**config.mk**
```make
export PLATFORM = sky130hd
export DESIGN_NAME = i2s_line_receiver_flat
export DESIGN_NICKNAME = d
export VERILOG_FILES = /design/src/rtl/i2s_line_receiver_if.sv /design/src/rtl/i2s_line_receiver.sv /design/src/flat_wrapper.sv
export SDC_FILE = /design/constraint.sdc
export NUM_CORES = 1
export LEC_CHECK = 0
export CORE_MARGIN = 1
export CORE_UTILIZATION = 40
export DETAILED_ROUTE_END_ITERATION = 10
export PLACE_DENSITY = 0.67
export SLEW_MARGIN = 20
export SYNTH_ARGS = -nofsm -noshare
export SYNTH_HDL_FRONTEND = slang
export SYNTH_SLANG_ARGS = --single-unit
```
**constraint.sdc**
```tcl
create_clock -name clk -period 2 [get_ports clk]
set_input_delay 0.4 -clock clk [delete_from_list [all_inputs] [get_ports clk]]
set_output_delay 0.4 -clock clk [all_outputs]
set_load 0.05 [all_outputs]
```
**src/rtl/i2s_line_receiver_if.sv**
```systemverilog
`default_nettype none
// ============================================================================
//  Module      : i2s_line_receiver_if
//  Description : Codec pin group and sample-pair valid/ready stream.
//  Revision    : 1.0  initial release
// ============================================================================
interface i2s_line_receiver_if;
  logic        audio_mclk;
  logic        audio_lrck;
  logic        audio_sck;
  logic        audio_sdout;
  logic [15:0] sample_left;
  logic [15:0] sample_right;
  logic        sample_valid;
  logic        sample_ready;
  logic        overrun;
  logic        overrun_clr;

  // Receiver side: drives codec clocks and the sample stream.
  modport master (
    output audio_mclk,
    output audio_lrck,
    output audio_sck,
    input  audio_sdout,
    output sample_left,
    output sample_right,
    output sample_valid,
    input  sample_ready,
    output overrun,
    input  overrun_clr
  );

  // Codec/consumer side.
  modport slave (
    input  audio_mclk,
    input  audio_lrck,
    input  audio_sck,
    output audio_sdout,
    input  sample_left,
    input  sample_right,
    input  sample_valid,
    output sample_ready,
    input  overrun,
    output overrun_clr
  );
endinterface
`default_nettype wire

```
**src/rtl/i2s_line_receiver.sv**
```systemverilog
`default_nettype none
// ============================================================================
//  Module      : i2s_line_receiver
//  Description : I2S capture path; generates codec clocks, deserializes 16-bit
//                L/R words and publishes each frame through valid/ready.
//  Revision    : 1.0  initial release
// ============================================================================
module i2s_line_receiver #(
  parameter logic [3:0] SAMPLE_PHASE = 4'd8,
  parameter int         SKIP_FRAMES  = 2
) (
  input  wire logic          clk,
  input  wire logic          rst_n,
  i2s_line_receiver_if.master io_bus
);

  localparam logic [3:0] c_skip_init = 4'(SKIP_FRAMES);

  typedef enum logic [0:0] {
    ST_SKIP = 1'b0,
    ST_RUN  = 1'b1
  } state_t;

  logic [8:0]  r_cnt;
  logic        r_sd_meta;
  logic        r_sd_s;
  logic        r_primed;
  logic [15:0] r_left_sh;
  logic [15:0] r_right_sh;
  logic [15:0] r_sample_left;
  logic [15:0] r_sample_right;
  logic        r_valid;
  logic        r_overrun;
  logic        r_pub_pend;
  logic [3:0]  r_skip;
  state_t      r_state;

  logic [4:0]  w_slot;
  logic [3:0]  w_phase;
  logic        w_strobe;
  logic        w_slot0_strobe;
  logic        w_complete;
  logic [15:0] w_left_hit;
  logic [15:0] w_right_hit;
  logic        w_accept;
  logic        w_publish_req;
  logic [3:0]  w_skip_nxt;
  state_t      w_state_nxt;

  assign w_slot         = r_cnt[8:4];
  assign w_phase        = r_cnt[3:0];
  assign w_strobe       = (w_phase == SAMPLE_PHASE);
  assign w_slot0_strobe = w_strobe && (w_slot == 5'd0);
  // The first slot-0 strobe after reset closes no frame.
  assign w_complete     = w_slot0_strobe && r_primed;

  assign io_bus.audio_mclk = r_cnt[1];
  assign io_bus.audio_sck  = r_cnt[3];
  assign io_bus.audio_lrck = r_cnt[8];

  always_ff @(posedge clk or negedge rst_n) begin
    if (!rst_n) begin
      r_cnt     <= 9'd0;
      r_sd_meta <= 1'b0;
      r_sd_s    <= 1'b0;
      r_primed  <= 1'b0;
    end else begin
      r_cnt     <= r_cnt + 9'd1;
      r_sd_meta <= io_bus.audio_sdout;
      r_sd_s    <= r_sd_meta;
      if (w_slot0_strobe) begin
        r_primed <= 1'b1;
      end
    end
  end

  // One-bit I2S delay: left bit b sits in slot 16-b, right bit b in slot
  // (32-b) mod 32, so right LSB lands in slot 0 of the following frame.
  for (genvar gi = 0; gi < 16; gi++) begin : g_bit_map
    localparam logic [4:0] c_left_slot  = 5'(16 - gi);
    localparam logic [4:0] c_right_slot = 5'((32 - gi) % 32);
    assign w_left_hit[gi]  = w_strobe && (w_slot == c_left_slot);
    assign w_right_hit[gi] = w_strobe && (w_slot == c_right_slot);
  end

  always_ff @(posedge clk or negedge rst_n) begin
    if (!rst_n) begin
      r_left_sh  <= 16'd0;
      r_right_sh <= 16'd0;
    end else begin
      r_left_sh  <= (r_left_sh  & ~w_left_hit)  | ({16{r_sd_s}} & w_left_hit);
      r_right_sh <= (r_right_sh & ~w_right_hit) | ({16{r_sd_s}} & w_right_hit);
    end
  end

  always_ff @(posedge clk or negedge rst_n) begin
    if (!rst_n) begin
      r_state    <= ST_SKIP;
      r_skip     <= c_skip_init;
      r_pub_pend <= 1'b0;
    end else begin
      r_state    <= w_state_nxt;
      r_skip     <= w_skip_nxt;
      r_pub_pend <= w_publish_req;
    end
  end

  always_comb begin
    w_state_nxt   = r_state;
    w_skip_nxt    = r_skip;
    w_publish_req = 1'b0;
    case (r_state)
      ST_SKIP: begin
        if (w_complete) begin
          if (r_skip <= 4'd1) begin
            w_skip_nxt  = 4'd0;
            w_state_nxt = ST_RUN;
          end else begin
            w_skip_nxt  = r_skip - 4'd1;
          end
        end
      end
      ST_RUN: begin
        w_publish_req = w_complete;
      end
      default: begin
        w_state_nxt = ST_SKIP;
      end
    endcase
  end

  assign w_accept = r_valid && io_bus.sample_ready;

  // A publish wins over an accept on the same edge; valid then stays high.
  always_ff @(posedge clk or negedge rst_n) begin
    if (!rst_n) begin
      r_sample_left  <= 16'd0;
      r_sample_right <= 16'd0;
      r_valid        <= 1'b0;
      r_overrun      <= 1'b0;
    end else begin
      if (r_pub_pend) begin
        r_sample_left  <= r_left_sh;
        r_sample_right <= r_right_sh;
        r_valid        <= 1'b1;
      end else if (w_accept) begin
        r_valid        <= 1'b0;
      end
      if (r_pub_pend && r_valid && !io_bus.sample_ready) begin
        r_overrun <= 1'b1;
      end else if (io_bus.overrun_clr) begin
        r_overrun <= 1'b0;
      end
    end
  end

  assign io_bus.sample_left  = r_sample_left;
  assign io_bus.sample_right = r_sample_right;
  assign io_bus.sample_valid = r_valid;
  assign io_bus.overrun      = r_overrun;

endmodule
`default_nettype wire
```
**src/flat_wrapper.sv**
```systemverilog
// flat-port wrapper written by rule: the top's interface ports become plain ports
module i2s_line_receiver_flat 
#(
  parameter logic [3:0] SAMPLE_PHASE = 4'd8,
  parameter int         SKIP_FRAMES  = 2
)
  (clk, rst_n, io_bus_audio_mclk, io_bus_audio_lrck, io_bus_audio_sck, io_bus_audio_sdout, io_bus_sample_left, io_bus_sample_right, io_bus_sample_valid, io_bus_sample_ready, io_bus_overrun, io_bus_overrun_clr);
  i2s_line_receiver_if io_bus_i ();
  input  wire logic clk;
  input  wire logic rst_n;
  output wire logic [$bits(io_bus_i.audio_mclk)-1:0] io_bus_audio_mclk;
  output wire logic [$bits(io_bus_i.audio_lrck)-1:0] io_bus_audio_lrck;
  output wire logic [$bits(io_bus_i.audio_sck)-1:0] io_bus_audio_sck;
  input wire logic [$bits(io_bus_i.audio_sdout)-1:0] io_bus_audio_sdout;
  output wire logic [$bits(io_bus_i.sample_left)-1:0] io_bus_sample_left;
  output wire logic [$bits(io_bus_i.sample_right)-1:0] io_bus_sample_right;
  output wire logic [$bits(io_bus_i.sample_valid)-1:0] io_bus_sample_valid;
  input wire logic [$bits(io_bus_i.sample_ready)-1:0] io_bus_sample_ready;
  output wire logic [$bits(io_bus_i.overrun)-1:0] io_bus_overrun;
  input wire logic [$bits(io_bus_i.overrun_clr)-1:0] io_bus_overrun_clr;
  assign io_bus_audio_mclk = io_bus_i.audio_mclk;
  assign io_bus_audio_lrck = io_bus_i.audio_lrck;
  assign io_bus_audio_sck = io_bus_i.audio_sck;
  assign io_bus_i.audio_sdout = io_bus_audio_sdout;
  assign io_bus_sample_left = io_bus_i.sample_left;
  assign io_bus_sample_right = io_bus_i.sample_right;
  assign io_bus_sample_valid = io_bus_i.sample_valid;
  assign io_bus_i.sample_ready = io_bus_sample_ready;
  assign io_bus_overrun = io_bus_i.overrun;
  assign io_bus_i.overrun_clr = io_bus_overrun_clr;
  i2s_line_receiver #(.SAMPLE_PHASE(SAMPLE_PHASE), .SKIP_FRAMES(SKIP_FRAMES)) u_core (.clk(clk), .rst_n(rst_n), .io_bus(io_bus_i));
endmodule
```
## Word-level counts from Yosys, hierarchy flattened

Index checks and enable logic that the tools add are counted.

- Output and inout port bits: 37
- Logic and storage cells: 107
- ROM bits: 0
- Register bits after elaboration: 84
- Memories kept: 0
- Input bits: 5
- Memory bits (writable): 0
- Latch bits: 0

- Shift-type cells: 0
- Multipliers: 0
- Div/mod/pow operators: 0
- Multiplexer cells: 9
- $add $sub $neg: 2
- Bitwise gates (word level): 9
- Reductions and logical operators: 41
- Equal/unequal tests: 32
- Order comparisons: 1

Operator list:

| kind | count |
|---|---|
| == test 5 bit (second input constant) | 16 |
| AND 16 bit | 4 |
| == test 5 x 4 -> 1 bit (second input constant) | 8 |
| logical AND 1 bit | 36 |
| inverter 16 bit | 2 |
| OR 16 bit | 2 |
| == test 5 x 3 -> 1 bit (second input constant) | 4 |
| == test 5 x 2 -> 1 bit (second input constant) | 2 |
| adder 9 x 1 -> 9 bit (second input constant) | 1 |
| 2-to-1 mux 1 bit | 8 |
| == test 5 x 1 -> 1 bit (second input constant) | 1 |
| zero test 5 bit | 1 |
| == test 4 bit (second input constant) | 1 |
| <= comparator 4 x 1 -> 1 bit (second input constant) | 1 |
| 2-to-1 mux 4 bit | 1 |
| nonzero test 2 bit | 2 |
| subtractor 4 x 1 -> 4 bit (second input constant) | 1 |
| AND reduction 2 bit | 1 |
| zero test 1 bit | 1 |
| inverter 1 bit | 1 |

## Longest topological paths before layout

- Depth in word-level cells: 5
- Gate-level depth with buffers: 6
- Gate-level depth less buffers: 5

## Worst setup path after synthesis

Ideal clock, no wire load.

- Path kind: flip-flop to flip-flop
- Start point: register u_core.r_cnt[1]
- End point: register (tool-made name)
- Library setup time: 127 ps
- Required time: 1873 ps
- Data arrival time: 1871 ps
- Path buffers: 0
- Setup slack: 1 ps
- Stages on the path, launching flop included: 6
- Period minus slack after synthesis: 1999 ps
- Path through: dfrtp_1 -> inv_1 -> ha_1 -> nand4bb_4 -> or4_1 -> mux2_1

RTL lines:

| item | line | source |
|---|---|---|
| start, declared | i2s_line_receiver.sv:24 | `logic [8:0] r_cnt;` |
| start signal, assigned | i2s_line_receiver.sv:68 | `r_cnt <= r_cnt + 9'd1;` |

## Worst setup path after layout

- Start point: register u_core.r_overrun, in the netlist u_core.io_bus.overrun
- End point: output port io_bus_overrun

RTL lines:

| item | line | source |
|---|---|---|
| start, declared | i2s_line_receiver.sv:33 | `logic r_overrun;` |
| start signal, assigned | i2s_line_receiver.sv:140 | `r_overrun <= 1'b0;` |
| start signal, assigned | i2s_line_receiver.sv:150 | `r_overrun <= 1'b1;` |
| start signal, assigned | i2s_line_receiver.sv:152 | `r_overrun <= 1'b0;` |
| end, declared | flat_wrapper.sv:19 | `output wire logic [$bits(io_bus_i.overrun)-1:0] io_bus_overrun;` |

No word-level cell between the ends.

==> results_dict.tcl <==
set metrics [dict create \
    nets 320 \
    cts_root_buf "clkbuf_8" \
    num_io_pins 42 \
    dieArea_um2 9370 \
    worstSkewPairLatency_ns 0.35 \
    wirelength_mm 6.32 \
    syn_inst 265 \
    cts_tree "done" \
    ant_nets 0 \
    stdcell_count 424 \
    hold_ws_ns 0.366 \
    track_usage_pct 15.2 \
    cellPowerDensity_nw_per_um2 711 \
    r2r_setup_slack_ns 0.12 \
    path_clk_slew_ns 0.09 \
    gp_congestion 0.824 \
    ys.warnings.count 0 \
    post-cts-setup-buffer-count 0 \
    firstDrtPassIters 4 \
    synth_nets 274 \
    routed-via-count 2189 \
    crit_type "flop to output port" \
    p_leak_nw 2.09 \
    maxSlewHeadroom_pct 41.7 \
    reg2reg_depth 5 \
    synth_cell_types 36 \
    cp_slowest_stage_delay_ns 0.81 \
    path_max_fanout 2 \
    slew_viol_final 0 \
    fillCellCount 778 \
    hold_viol 0 \
    placed_cells 407 \
    critPathTopFamily "buffers and inverters" \
    final_cell_mix "dfrtp_1, mux2_2, clkdlybuf4s50_1, mux2_1, buf_4" \
    grt_start_max_net_pins 38 \
    cts.sinks 84 \
    viasPerCell 5.16 \
    fin_crit_ns 1.92 \
    grt_pass1_vias 2366 \
    path_buf_inv 1 \
    ys_seq_area_share_pct 58.5 \
    hold_depth 0 \
    wl_per_cell_um 14.9 \
    grt_pass1_wl_mm 11.4 \
    std_cell_rows 34 \
    drt_iter0_markers 84 \
    final_common_cell "dfrtp_1" \
    seqCellArea_um2 2100 \
    setup_tns_ns 0 \
    grt.overflow.total 0 \
    ir_drop_v 0.000387 \
    start_util_pct 41.2 \
    area_delta_synth_final_pct 21.6 \
    htree_num_levels 3 \
    tightest_slew_ns 0.875 \
    cp.required_ns 1.60 \
    crit_slowest_cell "clkdlybuf4s50_1" \
    path_cells "clkdlybuf4s50_1" \
    drc 0 \
    clk_path_buf_depth 2 \
    max-cap-violations 0 \
    cts_made_buffers 9 \
    hold_path_class "flop to flop" \
    antenna_found_initial 0 \
    die_w_um 96.8 \
    die_h_um 96.8 \
    arrival_ns 1.52 \
    yosys_register_bits 84 \
    drive_gt1_share_pct 27.8 \
    netlist_area_um2 3590 \
    core_area_um2 8720 \
    outcome "complete, no violations" \
    n_antenna_cell 0 \
    finalCritPeriodShare_pct 95.9 \
    path_depth 1 \
    portBuffers 41 \
    setup_viol 0 \
    end_kind "output port" \
    fmax_ghz 0.521 \
    start_kind "flop" \
    rsz0062_at_grt "false" \
    avgSynthCellArea_um2 13.6 \
    dp.final_hpwl_mm 4.43 \
    skew_ns 0.00820 \
    multiInputGateArea_um2 1380 \
]
-- worst reg2reg max path: stages, from the launching register on --
cell and delay [ns]:
dfrtp_1 0.42, inv_1 0.09, ha_1 0.29, nand4bb_4 0.15, or4_1 0.50, mux2_1 0.33
-- what timing repair did --
item,CTS,global route
hold buffers,1,0
resized for setup,0,2
hold endpoints to repair,20,0
endpoints found under the setup margin,0,2
-- layer usage --
| layer | vias to the layer above | track usage, % | wire length, um |
|---|---|---|---|
| li1 | 1031 | - | - |
| met1 | 1105 | 20.5 | 2950 |
| met2 | 45 | 23.4 | 3020 |
| met3 | 8 | 3.40 | 245 |
| met4 | 0 | 7.23 | 97 |
| met5 | - | 0 | 0 |
-- metrics by stage --
stage | cell area [um^2] | util (%) | setup WS [ns] | power, W
after global placement | 4130 | 47.4 | 0.189 | 0.00180
after floorplan | 3590 | - | 0.00131 | 0.00175
after detailed placement | 4130 | 47.4 | 0.129 | 0.00180
after CTS | 4370 | 50.1 | 0.0209 | 0.00317
final | 4370 | 50.1 | 0.0824 | 0.00311
after global routing | 4370 | 50.1 | 0.0211 | 0.00324
-- layout make-up --
class / instances / share of cell area, %
clock buffer: 9 / 2.83
clock inverter: 7 / 2.29
inverter: 8 / 0.687
multi-input combinational: 156 / 31.5
sequential: 84 / 48.1
tap: 108 / 3.09
timing repair buffer: 52 / 11.5
-- final timing paths --
check                                                  start                                      to
max in group asynchronous                              rst_n              asynchronous set/reset pin
min                               u_core.r_sd_meta$_DFF_PN0_                 u_core.r_sd_s$_DFF_PN0_
max                        u_core.io_bus.overrun$_DFFE_PN0P_                          io_bus_overrun
max reg2reg                        u_core.r_cnt[0]$_DFF_PN0_                                    flop
min in group asynchronous                              rst_n  u_core.io_bus.sample_valid$_DFFE_PN0P_
min reg2reg                       u_core.r_sd_meta$_DFF_PN0_                 u_core.r_sd_s$_DFF_PN0_
-- synth_stat cells --
cell / n / share of area [%]
xor2_1: 2 / 0.49
nor3_1: 6 / 0.84
dfstp_2: 1 / 0.73
nand2b_1: 2 / 0.35
nand3_1: 11 / 1.5
and4bb_2: 2 / 0.70
nor4_1: 2 / 0.35
mux2_2: 50 / 16
mux2_1: 19 / 6.0
o21ai_0: 1 / 0.14
nor2b_1: 3 / 0.52
mux2i_1: 1 / 0.28
nand4bb_4: 1 / 0.77
inv_1: 8 / 0.84
nor2_1: 8 / 0.84
buf_4: 2 / 0.42
and4b_1: 2 / 0.56
a21o_1: 1 / 0.21
nand2_1: 12 / 1.3
nor4bb_1: 1 / 0.28
ha_1: 4 / 1.4
and4_1: 1 / 0.24
dfrtp_1: 83 / 58
or4_1: 1 / 0.21
nor4_2: 1 / 0.35
nand4_1: 8 / 1.4
clkbuf_1: 6 / 0.63
buf_2: 9 / 1.3
and4bb_1: 1 / 0.35
a21oi_1: 2 / 0.28
xnor2_1: 5 / 1.2
or2_2: 1 / 0.17
nand4b_1: 4 / 0.97
nand4_2: 1 / 0.35
a32o_1: 1 / 0.28
nand3b_1: 2 / 0.42
-- cells by family (layout without fill, tap and decap cells) --
kind of cell               Yosys count  in the layout  synth area share (%)
AOI/OAI and AO/OA                    5              5                 0.905
xor gates and xnor gates             7              7                  1.71
adders and majority gates            4              4                  1.39
buffers and inverters               25             76                  3.13
DFF                                 84             84                  58.5
muxes                               70             70                  21.9
and+or+nand+nor                     70             70                  12.4
-- power by group --
part / total (W) / switching, W / leakage, nW / internal [W]
logic: 0.0000524 / 0.0000357 / 0.840 / 0.0000167
clock network: 0.00134 / 0.000630 / 0.107 / 0.000711
registers: 0.00171 / 0.00000996 / 1.14 / 0.00170
total: 0.00311 / 0.000676 / 2.09 / 0.00243
Power figures use the tool's default switching activity.
==> RTL edit: new RTL, same settings <==
Make the reset (`rst_n`) synchronous in 4 clocked blocks.
--- a/src/rtl/i2s_line_receiver.sv
+++ b/src/rtl/i2s_line_receiver.sv
@@ -60,3 +60,3 @@
 
-  always_ff @(posedge clk or negedge rst_n) begin
+  always_ff @(posedge clk) begin
     if (!rst_n) begin
@@ -85,3 +85,3 @@
 
-  always_ff @(posedge clk or negedge rst_n) begin
+  always_ff @(posedge clk) begin
     if (!rst_n) begin
@@ -95,3 +95,3 @@
 
-  always_ff @(posedge clk or negedge rst_n) begin
+  always_ff @(posedge clk) begin
     if (!rst_n) begin
@@ -134,3 +134,3 @@
   // A publish wins over an accept on the same edge; valid then stays high.
-  always_ff @(posedge clk or negedge rst_n) begin
+  always_ff @(posedge clk) begin
     if (!rst_n) begin
Formal check against the unedited RTL: differs if rst_n is asserted again (counterexample within 4 cycles, from zero or initial values and one cycle with rst_n low); with rst_n held inactive, the same outputs for 10 cycles.
==> RTL edit against the unedited design <==
Count of clock-buffer cells in the layout is 1 higher; largest cell class unchanged; total power is 0.16% lower; global-route usage up 2.0 points; design area down 5.6%; highest routed layer unchanged; non-clock buffer count decreased by 2; sequential cell count is the same; area after synthesis down 4.1%; routed wire length increased by 12%; setup slack better by 0.012 ns.
==> RTL edit: results (changes against the unedited design) <==
[hold_path]
hold_path.class = register to register
holdPathStages = 1  ; +1
hp-start = u_core.r_sd_meta$_SDFF_PN0_
hold_end = u_core.r_sd_s$_SDFF_PN0_

[detailed_routing]
wl_per_cell_um = 14.1  ; -5.5%
drt_iter0_drc = 121  ; +44%
vias = 2622  ; +20%
drtPass1Iterations = 5  ; +1

[cts]
insertion_delay_ns = 0.36
post_cts_resized = 0  ; unchanged
cts_max_level = 3  ; unchanged
cts_setup_buffers = 0  ; unchanged
clock-root-buffer = clkbuf_8
cts.path.max_buffers = 2  ; unchanged
clkTransAtPathRegs_ns = 0.09  ; about the same
numCtsBuffers = 9  ; unchanged

[power_and_ir_drop]
p_leak_nw = 1.49  ; -29%
ir_drop_uv = 547  ; +41%

[global_routing]
grt_pass1_wl_um = 11900  ; +5.0%
antenna_found_initial = 0  ; unchanged
grt_start_max_net_pins = 26  ; -32%
globalRouteTotalUtil_pct = 17.2  ; +2.0 points
grt_pass1_vias = 2510  ; +6.1%

[synth]
ys_seq_area_share_pct = 48.8  ; -9.7 points
yosys-top-cells-area = dfxtp_1 (49%), mux2i_1 (15%), nor2_1 (4.7%)
synth_warnings = 0  ; unchanged
synth_common_cells = dfxtp_1 (84), mux2i_1 (51), nor2_1 (43)
synth_edf_count = 0  ; unchanged
ys_types = 39  ; +8.3%
synth_fp_nets = 374  ; +36%
syn_area_per_cell_um2 = 9.44  ; -30%
async_flop_share_pct = 0  ; -100 points

[worst_setup_path]
cp_top_family = buffers and inverters
cp_max_fo = 2  ; unchanged
critPathMaxStageDelay_ns = 0.80
rr_worst_depth = 5  ; unchanged
r2r_slack_ns = 0.28  ; +0.16 ns
timing.rr.end = u_core.r_skip[1]$_SDFFE_PN1P_
slowest_stage = clkdlybuf4s50_1
arrival_ns = 1.51
reg2reg_from = u_core.r_cnt[1]$_SDFF_PN0_

[finish]
layout.nets = 404  ; +26%
layout.cells.non_filler = 504  ; +19%
drive_above_1_share_pct = 8.77  ; -19 points
fillers = 765  ; -1.7%
antenna_cells = 0  ; unchanged

[sta]
hold_slack_ns = 0.435  ; +0.0688 ns
fin_worst_skew_ns = 0.0105  ; +0.00228 ns
slew_headroom_pct = 56.4  ; +15 points

[placement]
place_hpwl_um = 4750  ; +7.3%
io_buffers = 41  ; unchanged
gp_congestion = 0.810  ; -1.7%
place_area_um2 = 3900  ; -5.6%
dpl.cell_count = 489  ; +20%

[run_status]
outcome = complete, no violations

## RTL edit: cell types whose count changed after synthesis, moves of 9 or more
cell | unedited run | this run
nand3_1 | 11 | 20
a21oi_1 | 2 | 22
mux2_1 | 19 | 0
nand4_1 | 8 | 17
dfrtp_1 | 83 | 0
dfxtp_1 | 0 | 84
nor2_1 | 8 | 43
o31ai_1 | 0 | 14
nand2_1 | 12 | 24
mux2i_1 | 1 | 51
mux2_2 | 50 | 0
clkbuf_1 | 6 | 15
## RTL edit: layout make-up
type / instances / area, µm² / share of cell area, %
multi-input combinational: 242 / 1590 / 38.5
clock inverter: 5 / 85.1 / 2.06
tap: 105 / 131 / 3.18
inverter: 8 / 30.0 / 0.728
sequential: 84 / 1680 / 40.8
timing repair buffer: 50 / 470 / 11.4
clock buffer: 10 / 138 / 3.34
## RTL edit: how the worst max path moves through the flow
stage,end,slack [ns],cells past startpoint,start
after floorplan,u_core.r_skip[1]$_SDFFE_PN1P_,0.21,5,u_core.r_cnt[1]$_SDFF_PN0_
after global placement,register,0.29,4,rst_n
after detailed placement,register,0.22,4,rst_n
after CTS,io_bus_sample_left[11],0.06,1,u_core.io_bus.sample_left[11]$_SDFFE_PN0P_
after global routing,io_bus_sample_left[11],0.03,1,u_core.io_bus.sample_left[11]$_SDFFE_PN0P_
final,io_bus_sample_left[11],0.09,1,u_core.io_bus.sample_left[11]$_SDFFE_PN0P_
## RTL edit: cells by family (layout without fill, tap and decap cells)
| group | count (synthesis) | in the layout | synth area share (%) |
|---|---|---|---|
| AO/OA/AOI/OAI | 47 | 47 | 8.65 |
| flip-flops | 84 | 84 | 48.8 |
| multiplexers | 51 | 51 | 14.8 |
| XOR/XNOR | 3 | 3 | 0.763 |
| buffers and inverters | 39 | 73 | 5.05 |
| adder cells (fa/ha/maj) | 4 | 4 | 1.45 |
| AND/OR/NAND/NOR | 137 | 137 | 20.5 |
## RTL edit: metal layers
layer	vias to the layer above	part of all wire [%]	GRT usage (%)
met5	-	0	0
met4	0	0.54	4.80
met3	4	4.6	6.12
met2	51	47	27.5
met1	1227	48	21.8
li1	1340	-	-
## RTL edit: per-stage QoR
stage | util, % | setup slack [ns]
2_1_floorplan | - | 0.210
4_1_cts | 50.0 | 0.0631
6_report | 50.0 | 0.0949
5_1_grt | 50.0 | 0.0315
3_3_place_gp | 47.3 | 0.291
3_5_place_dp | 47.3 | 0.224
## RTL edit: where the power goes
| group | internal (mW) | switching, mW | total (mW) | leakage, nW |
|---|---|---|---|---|
| sequential | 1.68 | 0.00756 | 1.69 | 0.678 |
| clock | 0.737 | 0.602 | 1.34 | 0.109 |
| combinational | 0.0261 | 0.0508 | 0.0769 | 0.700 |
| total | 2.44 | 0.660 | 3.10 | 1.49 |
